## config.mk

```make
export PLATFORM = sky130hd
export DESIGN_NAME = ram_2p_host_arb
export DESIGN_NICKNAME = d
export VERILOG_FILES = /design/src/rtl/ram_2p_host_arb.sv
export SDC_FILE = /design/constraint.sdc
export NUM_CORES = 1
export LEC_CHECK = 0
export ABC_AREA = 0
export ABC_CLOCK_PERIOD_IN_PS = 5150
export CORE_AREA = 2 2 125 127
export CTS_BUF_LIST = sky130_fd_sc_hd__clkbuf_8
export CTS_CLUSTER_DIAMETER = 30
export DETAILED_ROUTE_END_ITERATION = 10
export DIE_AREA = 0 0 127 129
export PLACE_DENSITY = 0.56
export SKIP_CTS_REPAIR_TIMING = 1
export SLEW_MARGIN = 20
export SYNTH_ARGS = -nofsm -noshare
export SYNTH_HDL_FRONTEND = slang
export SYNTH_SLANG_ARGS = --single-unit
```

## constraint.sdc

```tcl
create_clock -name clk_i -period 5.15 [get_ports clk_i]
set_input_delay 0.515 -clock clk_i [delete_from_list [all_inputs] [get_ports clk_i]]
set_output_delay 0.515 -clock clk_i [all_outputs]
set_load 0.005 [all_outputs]
```

## src/rtl/ram_2p_host_arb.sv

```systemverilog
// Two-host round-robin arbiter in front of one 32-bit RAM port.
// Out-of-window accesses get an error response and are counted.
module ram_2p_host_arb #(
    parameter int unsigned Depth    = 128,
    parameter logic [31:0] BaseAddr = 32'h0010_0000
) (
    input  logic             clk_i,
    input  logic             rst_i,

    input  logic [1:0]       h_req_i,
    input  logic [1:0]       h_we_i,
    input  logic [1:0][3:0]  h_be_i,
    input  logic [1:0][31:0] h_addr_i,
    input  logic [1:0][31:0] h_wdata_i,
    output logic [1:0]       h_gnt_o,
    output logic [1:0]       h_rvalid_o,
    output logic [1:0][31:0] h_rdata_o,
    output logic [1:0]       h_err_o,

    output logic             dev_req_o,
    output logic             dev_we_o,
    output logic [3:0]       dev_be_o,
    output logic [31:0]      dev_addr_o,
    output logic [31:0]      dev_wdata_o,
    input  logic             dev_rvalid_i,
    input  logic [31:0]      dev_rdata_i,

    output logic [7:0]       err_cnt_o
);

    // 33-bit bounds so a window ending at the top of the address space cannot wrap.
    localparam logic [32:0] WinLo = {1'b0, BaseAddr};
    localparam logic [32:0] WinHi = WinLo + 33'(4 * Depth);

    logic        ptr_q, ptr_d;
    logic        resp_vld_q, resp_vld_d;
    logic        resp_host_q, resp_host_d;
    logic        resp_err_q, resp_err_d;
    logic        resp_we_q, resp_we_d;
    logic [7:0]  err_cnt_q, err_cnt_d;

    logic        gnt_vld;
    logic        gnt_idx;
    logic        sel_we;
    logic [3:0]  sel_be;
    logic [31:0] sel_addr;
    logic [31:0] sel_wdata;
    logic        in_win;

    // Arbitration; reset suppresses every grant.
    always_comb begin
        gnt_vld = 1'b0;
        gnt_idx = 1'b0;
        if (!rst_i) begin
            case (h_req_i)
                2'b01: begin
                    gnt_vld = 1'b1;
                    gnt_idx = 1'b0;
                end
                2'b10: begin
                    gnt_vld = 1'b1;
                    gnt_idx = 1'b1;
                end
                2'b11: begin
                    gnt_vld = 1'b1;
                    gnt_idx = ptr_q;
                end
                default: begin
                    gnt_vld = 1'b0;
                    gnt_idx = 1'b0;
                end
            endcase
        end
    end

    assign sel_we    = h_we_i[gnt_idx];
    assign sel_be    = h_be_i[gnt_idx];
    assign sel_addr  = h_addr_i[gnt_idx];
    assign sel_wdata = h_wdata_i[gnt_idx];

    assign in_win = ({1'b0, sel_addr} >= WinLo) && ({1'b0, sel_addr} < WinHi);

    always_comb begin
        h_gnt_o = 2'b00;
        if (gnt_vld) begin
            h_gnt_o[gnt_idx] = 1'b1;
        end
    end

    // Device port; data outputs stay quiet unless a grant is present.
    always_comb begin
        dev_req_o   = 1'b0;
        dev_we_o    = 1'b0;
        dev_be_o    = 4'b0000;
        dev_addr_o  = 32'h0;
        dev_wdata_o = 32'h0;
        if (gnt_vld) begin
            dev_req_o   = in_win;
            dev_we_o    = sel_we;
            dev_be_o    = sel_be;
            dev_addr_o  = sel_addr - BaseAddr;
            dev_wdata_o = sel_wdata;
        end
    end

    always_comb begin
        ptr_d       = ptr_q;
        resp_vld_d  = gnt_vld;
        resp_host_d = gnt_idx;
        resp_err_d  = gnt_vld && !in_win;
        resp_we_d   = gnt_vld && sel_we;
        err_cnt_d   = err_cnt_q;
        if (gnt_vld && (h_req_i == 2'b11)) begin
            ptr_d = ~gnt_idx;
        end
        if (gnt_vld && !in_win && (err_cnt_q != 8'hFF)) begin
            err_cnt_d = err_cnt_q + 8'd1;
        end
    end

    always_ff @(posedge clk_i) begin
        if (rst_i) begin
            ptr_q       <= 1'b0;
            resp_vld_q  <= 1'b0;
            resp_host_q <= 1'b0;
            resp_err_q  <= 1'b0;
            resp_we_q   <= 1'b0;
            err_cnt_q   <= 8'h00;
        end else begin
            ptr_q       <= ptr_d;
            resp_vld_q  <= resp_vld_d;
            resp_host_q <= resp_host_d;
            resp_err_q  <= resp_err_d;
            resp_we_q   <= resp_we_d;
            err_cnt_q   <= err_cnt_d;
        end
    end

    // A response still pending when reset arrives is dropped immediately.
    always_comb begin
        h_rvalid_o = 2'b00;
        h_err_o    = 2'b00;
        h_rdata_o  = '0;
        if (resp_vld_q && !rst_i) begin
            h_rvalid_o[resp_host_q] = 1'b1;
            h_err_o[resp_host_q]    = resp_err_q;
            if (!resp_err_q && !resp_we_q) begin
                h_rdata_o[resp_host_q] = dev_rdata_i;
            end
        end
    end

    assign err_cnt_o = err_cnt_q;

    // The RAM must answer exactly the in-window grants of the previous cycle.
    rvalid_track_a : assert property (@(posedge clk_i) disable iff (rst_i)
        dev_rvalid_i == (resp_vld_q && !resp_err_q));

endmodule

```

Word-level counts from Yosys, hierarchy flattened
Cells that the tools add are included.
{"block": "word_totals", "elab_cells": 63, "ff_bits": 13, "inputBits": 175, "output_inout_bits": 148}
{"block": "op_classes", "n_mux": 28, "bitwise": 3, "n_addsub": 2, "n_eq_ne": 4, "n_reduce_logical": 14, "magnitude_cmp": 6}
{"op": "$mux W32", "n": 7}
{"op": "$mux W64", "n": 2}
{"op": "$and A64 B64 Y64", "n": 1}
{"op": "$demux W32 S1", "n": 1}
{"op": "$ge A32 B21 Y1 const B", "n": 1}
{"op": "$lt A32 B21 Y1 const B", "n": 1}
{"op": "$sub A32 B21 Y32 const B", "n": 1}
{"op": "$mux W4", "n": 3}
{"op": "$logic_and A1 B1 Y1", "n": 9}
{"op": "$mux W1", "n": 9}
{"op": "$add A8 B1 Y8 const B", "n": 1}
{"op": "$ne A8 B8 Y1 const B", "n": 1}
{"op": "$mux W2", "n": 3}
{"op": "$eq A2 B2 Y1 const B", "n": 2}
{"op": "$logic_not A1 Y1", "n": 4}
{"op": "$lt A1 B2 Y1 const B", "n": 2}
{"op": "$reduce_or A3 Y1", "n": 1}
{"op": "$and A2 B2 Y2", "n": 1}
{"op": "$demux W1 S1", "n": 2}
{"op": "$eq A2 B1 Y1 const B", "n": 1}
{"op": "$ge A1 B1 Y1 const B", "n": 2}
{"op": "$pmux W1 S2", "n": 1}
{"op": "$not A1 Y1", "n": 1}

Logic depth before layout (Yosys ltp)
{"block": "depth", "ltp_word": 10, "mapped_depth": 13, "mapped_depth_nobuf": 11}

Worst setup path after synthesis
OpenSTA, ideal clock, no wires.
{"block": "synth_timing", "path_type": "in2reg", "from": "input port rst_i", "to": "register err_cnt_q[3] (netlist: err_cnt_o[3])", "stages": 13, "t_required_ps": 5015, "setup_ps": 135, "t_arrival_ps": 3226, "setup_slack_ps": 1788, "path_cell_list": "buf_6 -> and2b_4 -> nand2_1 -> clkbuf_1 -> clkbuf_1 -> mux2i_1 -> ha_1 -> o21ai_1 -> a21oi_1 -> o21ai_4 -> buf_6 -> o311ai_0 -> o41ai_1"}
{"block": "synth_between", "elab_chain_cells": 8, "elab_cells_between_ends": 10, "classes_between": "order compare: 2; mux: 4; reduce/logical: 4"}
{"item": "start, declared", "line": "8", "rtl": "input logic rst_i,"}
{"item": "$mux W1", "line": "54", "rtl": "if (!rst_i) begin"}
{"item": "$mux W32 (not written as such) (2 in series)", "line": "78", "rtl": "assign sel_addr = h_addr_i[gnt_idx];"}
{"item": "$ge A32 B21 Y1 / $lt A32 B21 Y1 (equally long branches)", "line": "81", "rtl": "assign in_win = ({1'b0, sel_addr} >= WinLo) && ({1'b0, sel_addr} < WinHi);"}
{"item": "$logic_and A1 B1 Y1", "line": "81"}
{"item": "$logic_not A1 Y1", "line": "116", "rtl": "if (gnt_vld && !in_win && (err_cnt_q != 8'hFF)) begin"}
{"item": "$logic_and A1 B1 Y1 (2 in series)", "line": "116"}
{"item": "end signal, assigned", "line": "135", "rtl": "err_cnt_q <= err_cnt_d;"}
{"item": "end, declared", "line": "40", "rtl": "logic [7:0] err_cnt_q, err_cnt_d;"}
Parallel ways exist; a longest one is shown, timed or not. The select of a mux whose other input is x is not followed.
A chain may end at the register's enable or synchronous reset.

Worst setup path after layout
{"block": "layout_timing", "from": "input port rst_i", "to": "output port dev_addr_o[4]"}
{"block": "layout_between", "elab_chain_cells": 5, "elab_cells_between_ends": 6, "classes_between": "add/sub: 1; mux: 5"}
{"item": "$mux W1", "line": "54"}
{"item": "$mux W32 (not written as such) (2 in series)", "line": "78"}
{"item": "$sub A32 B21 Y32", "line": "101", "rtl": "dev_addr_o = sel_addr - BaseAddr;"}
{"item": "$mux W32 (*)", "line": "97", "rtl": "if (gnt_vld) begin"}
{"item": "end, declared", "line": "23", "rtl": "output logic [31:0] dev_addr_o,"}
Mark *: on every way between the ends. The rest lies on a longest branch, timed or not. The select of a mux whose other input is x is not followed.

==> flow_metrics.env <==
export IMPL_slew_viol_final=0
export IMPL_sw_frac_of_total=0.324
export IMPL_routed_wirelength_mm=15.4
export IMPL_pre_cts_ws_ns=0.920
export IMPL_wl_per_cell_um=18.2
export IMPL_relSlewSlack=0.309
export IMPL_rows=45
export IMPL_internal_power_mw=0.404
export IMPL_ys_seq_area_frac=0.108
export IMPL_period_share=0.804
export IMPL_nets=839
export IMPL_antenna_found_initial=0
export IMPL_postRouteAntennaNets=0
export IMPL_syn_area_um2=2410
export IMPL_layout_drive_gt1_share=0.0409
export IMPL_clk_latency_ns=0.25
export IMPL_start_util=0.161
export IMPL_leakage_nw=2.44
export IMPL_finalClockSkew_ns=0.00466
export IMPL_yosysWarnings=0
export IMPL_synth_nets=541
export IMPL_p_switching_mw=0.194
export IMPL_cp_arrival_ns=3.63
export IMPL_clockRootBuffer="clkbuf_8"
export IMPL_cts_num_sinks=13
export IMPL_syn_inst=363
export IMPL_finalSetupTns_ns=0
export IMPL_synthDistinctLibCells=48
export IMPL_grt_pass1_vias=4044
export IMPL_end_kind="output port"
export IMPL_dp_hpwl_mm=12.7
export IMPL_clk_pin_slew_ns=0.06
export IMPL_start_kind="input port"
export IMPL_finalSetupViolations=0
export IMPL_routabilityCongestion=0.806
export IMPL_required_ns=4.64
export IMPL_die_area_um2=16400
export IMPL_powerDensity_nw_per_um2=103
export IMPL_area_growth_pct=141
export IMPL_firstDrtPassIters=5
export IMPL_path_max_fanout=46
export IMPL_finalHoldViolations=0
export IMPL_dp_cells=844
export IMPL_setup_slack_ns=1.01
export IMPL_critical_path_class="in2out"
export IMPL_vias=4015
export IMPL_h_tree_depth=1
export IMPL_hold_path_class="reg2reg"
export IMPL_grt_first_pass_wirelength_mm=22.0
export IMPL_rsz0062_at_grt="no"
export IMPL_synth_seq_cells=13
export IMPL_viasPerCell=4.73
export IMPL_max_vdd_ir_drop_mv=0.0518
export IMPL_cts_buffers=3
export IMPL_maxCapViolCount=0
export IMPL_drt_iter0_markers=162
export IMPL_num_antenna_cells=0
export IMPL_clockPowerShare=0.153
export IMPL_worst_pin_slew_ns=1.03
export IMPL_combPwrFrac=0.665
export IMPL_grt_overflow=0
export IMPL_grt_start_max_net_pins=65
export IMPL_numPortBuffers=321
export IMPL_fin_cells=848
export IMPL_cts_tree="yes"
export IMPL_grt_usage=0.170
export IMPL_cts_path_max_buffers=2
export IMPL_core_area_um2=15000
export IMPL_die_width_um=127
export IMPL_pin_count=323
export IMPL_outcome="completed"
export IMPL_p_seq_frac=0.181
export IMPL_min_period_ns=4.14
export IMPL_max_clock_freq_mhz=242
export IMPL_drc=0
export IMPL_die_h_um=129
export IMPL_synth_avg_cell_area_um2=6.65
[synthesized netlist by cell type, drive strengths merged]
library cell / n / area, um2
nand3: 7 / 35.0
ha: 3 / 37.5
xnor2: 5 / 43.8
o311ai: 4 / 35.0
a41o: 2 / 20.0
o32ai: 1 / 16.3
mux2i: 8 / 80.1
a22o: 38 / 333
buf: 10 / 60.1
o2111a: 1 / 11.3
o41ai: 2 / 17.5
o211ai: 2 / 15.0
a222oi: 1 / 10.0
and2b: 2 / 17.5
o311a: 1 / 10.0
or2: 2 / 12.5
clkbuf: 25 / 93.8
o21a: 1 / 7.51
nand2b: 3 / 28.8
nor3b: 1 / 7.51
xor2: 7 / 61.3
or4: 6 / 45.0
nor3: 9 / 45.0
o221ai: 1 / 8.76
or3: 7 / 47.5
a21o: 1 / 7.51
a21oi: 28 / 140
a211oi: 4 / 30.0
o21ai: 9 / 60.1
nor2: 19 / 71.3
inv: 7 / 26.3
and2: 3 / 18.8
nor4: 13 / 81.3
nand2: 47 / 176
nand4: 1 / 6.26
and3: 68 / 427
dfxtp: 13 / 260
and3b: 1 / 8.76
[cells in the final DEF (no fill, tap or decap), types with 3 or more instances in the layout]
| master | synthesis | final |
|---|---|---|
| clkdlybuf4s50_1 | 0 | 321 |
| and3_1 | 67 | 67 |
| nand2_1 | 47 | 47 |
| a22o_1 | 38 | 38 |
| a21oi_1 | 28 | 28 |
| nor2_1 | 19 | 17 |
| nor4_1 | 13 | 13 |
| dfxtp_1 | 13 | 13 |
| nor3_1 | 9 | 9 |
| mux2i_1 | 8 | 8 |
| nand3_1 | 7 | 7 |
| xor2_1 | 7 | 7 |
| buf_4 | 0 | 7 |
| inv_1 | 6 | 6 |
| o21ai_0 | 6 | 6 |
| or4_1 | 6 | 6 |
| xnor2_1 | 5 | 5 |
| or3_1 | 4 | 4 |
| a211oi_1 | 4 | 4 |
| o311ai_0 | 4 | 4 |
| or3_2 | 3 | 3 |
| and2_1 | 3 | 3 |
| ha_1 | 3 | 3 |
| clkbuf_8 | 0 | 3 |
[routing by layer]
layer  wire (um)  vias to the layer above  track usage
met1        5580                     1831        0.177
met2        8240                      211        0.340
met5           0                        -            0
li1            -                     1964            -
met4          79                        0       0.0175
met3        1490                        9       0.0561
[path summary, 6_finish.rpt]
kind	cells past startpoint	slack (ns)	from	endpoint
setup reg to reg	10	2.12	ptr_q	err_cnt_o[2]
setup / recovery	10	1.01	rst_i	dev_addr_o[4]
hold reg to reg	2	0.50	err_cnt_o[4]	err_cnt_o[4]
hold / removal	2	0.50	err_cnt_o[4]	err_cnt_o[4]
[power groups by stage]
stage | combinational (mW) | clock [mW] | sequential (mW)
2_1_floorplan | 0.123 | 0 | 0.109
3_3_place_gp | 0.397 | 0 | 0.110
3_5_place_dp | 0.399 | 0 | 0.111
4_1_cts | 0.402 | 0.0943 | 0.108
5_1_grt | 0.428 | 0.0984 | 0.109
6_report | 0.398 | 0.0916 | 0.109
[critical path, cell delays in order]
cell	delay [ns]
clkdlybuf4s50_1	0.41
buf_4	0.17
and2b_4	0.30
nand2_1	0.40
inv_2	0.22
buf_4	0.30
buf_4	0.48
nand2_1	0.10
a21oi_1	0.14
clkdlybuf4s50_1	0.58
[stage by stage]
step                hold WS (ns)   util  cell area, um2  total power [mW]
global route               0.564  0.389            5830             0.635
detailed placement         0.502  0.386            5780             0.509
floorplan                  0.485      -            2410             0.232
finish                     0.505  0.389            5830             0.598
global placement           0.490  0.386            5780             0.507
CTS                        0.510  0.389            5830             0.604
[registers in the layout, indices dropped and copies added, names as in the netlist]
name,count
resp_vld_q,1
err_cnt_o,8
resp_host_q,1
resp_we_q,1
ptr_q,1
resp_err_q,1
[final cells by class]
| cell class | instances | area, um2 |
|---|---|---|
| clock buffers | 3 | 41.3 |
| clock inverters | 1 | 3.75 |
| fillers | 1584 | 9150 |
| inverters | 7 | 26.3 |
| multi-input cells | 308 | 2000 |
| flip-flops and latches | 13 | 260 |
| well taps | 188 | 235 |
| repair buffers | 328 | 3270 |
[kinds of logic (layout without fill, tap and decap cells)]
logic type | after synthesis | in the layout | synth area share
muxes | 8 | 8 | 0.0332
AOI/OAI and AO/OA | 96 | 96 | 0.299
and+or+nand+nor | 189 | 189 | 0.426
adders and majority gates | 3 | 3 | 0.0156
xor gates and xnor gates | 12 | 12 | 0.0435
DFF | 13 | 13 | 0.108
buffers and inverters | 42 | 339 | 0.0746
No activity file was read; power rests on OpenSTA's default activity.
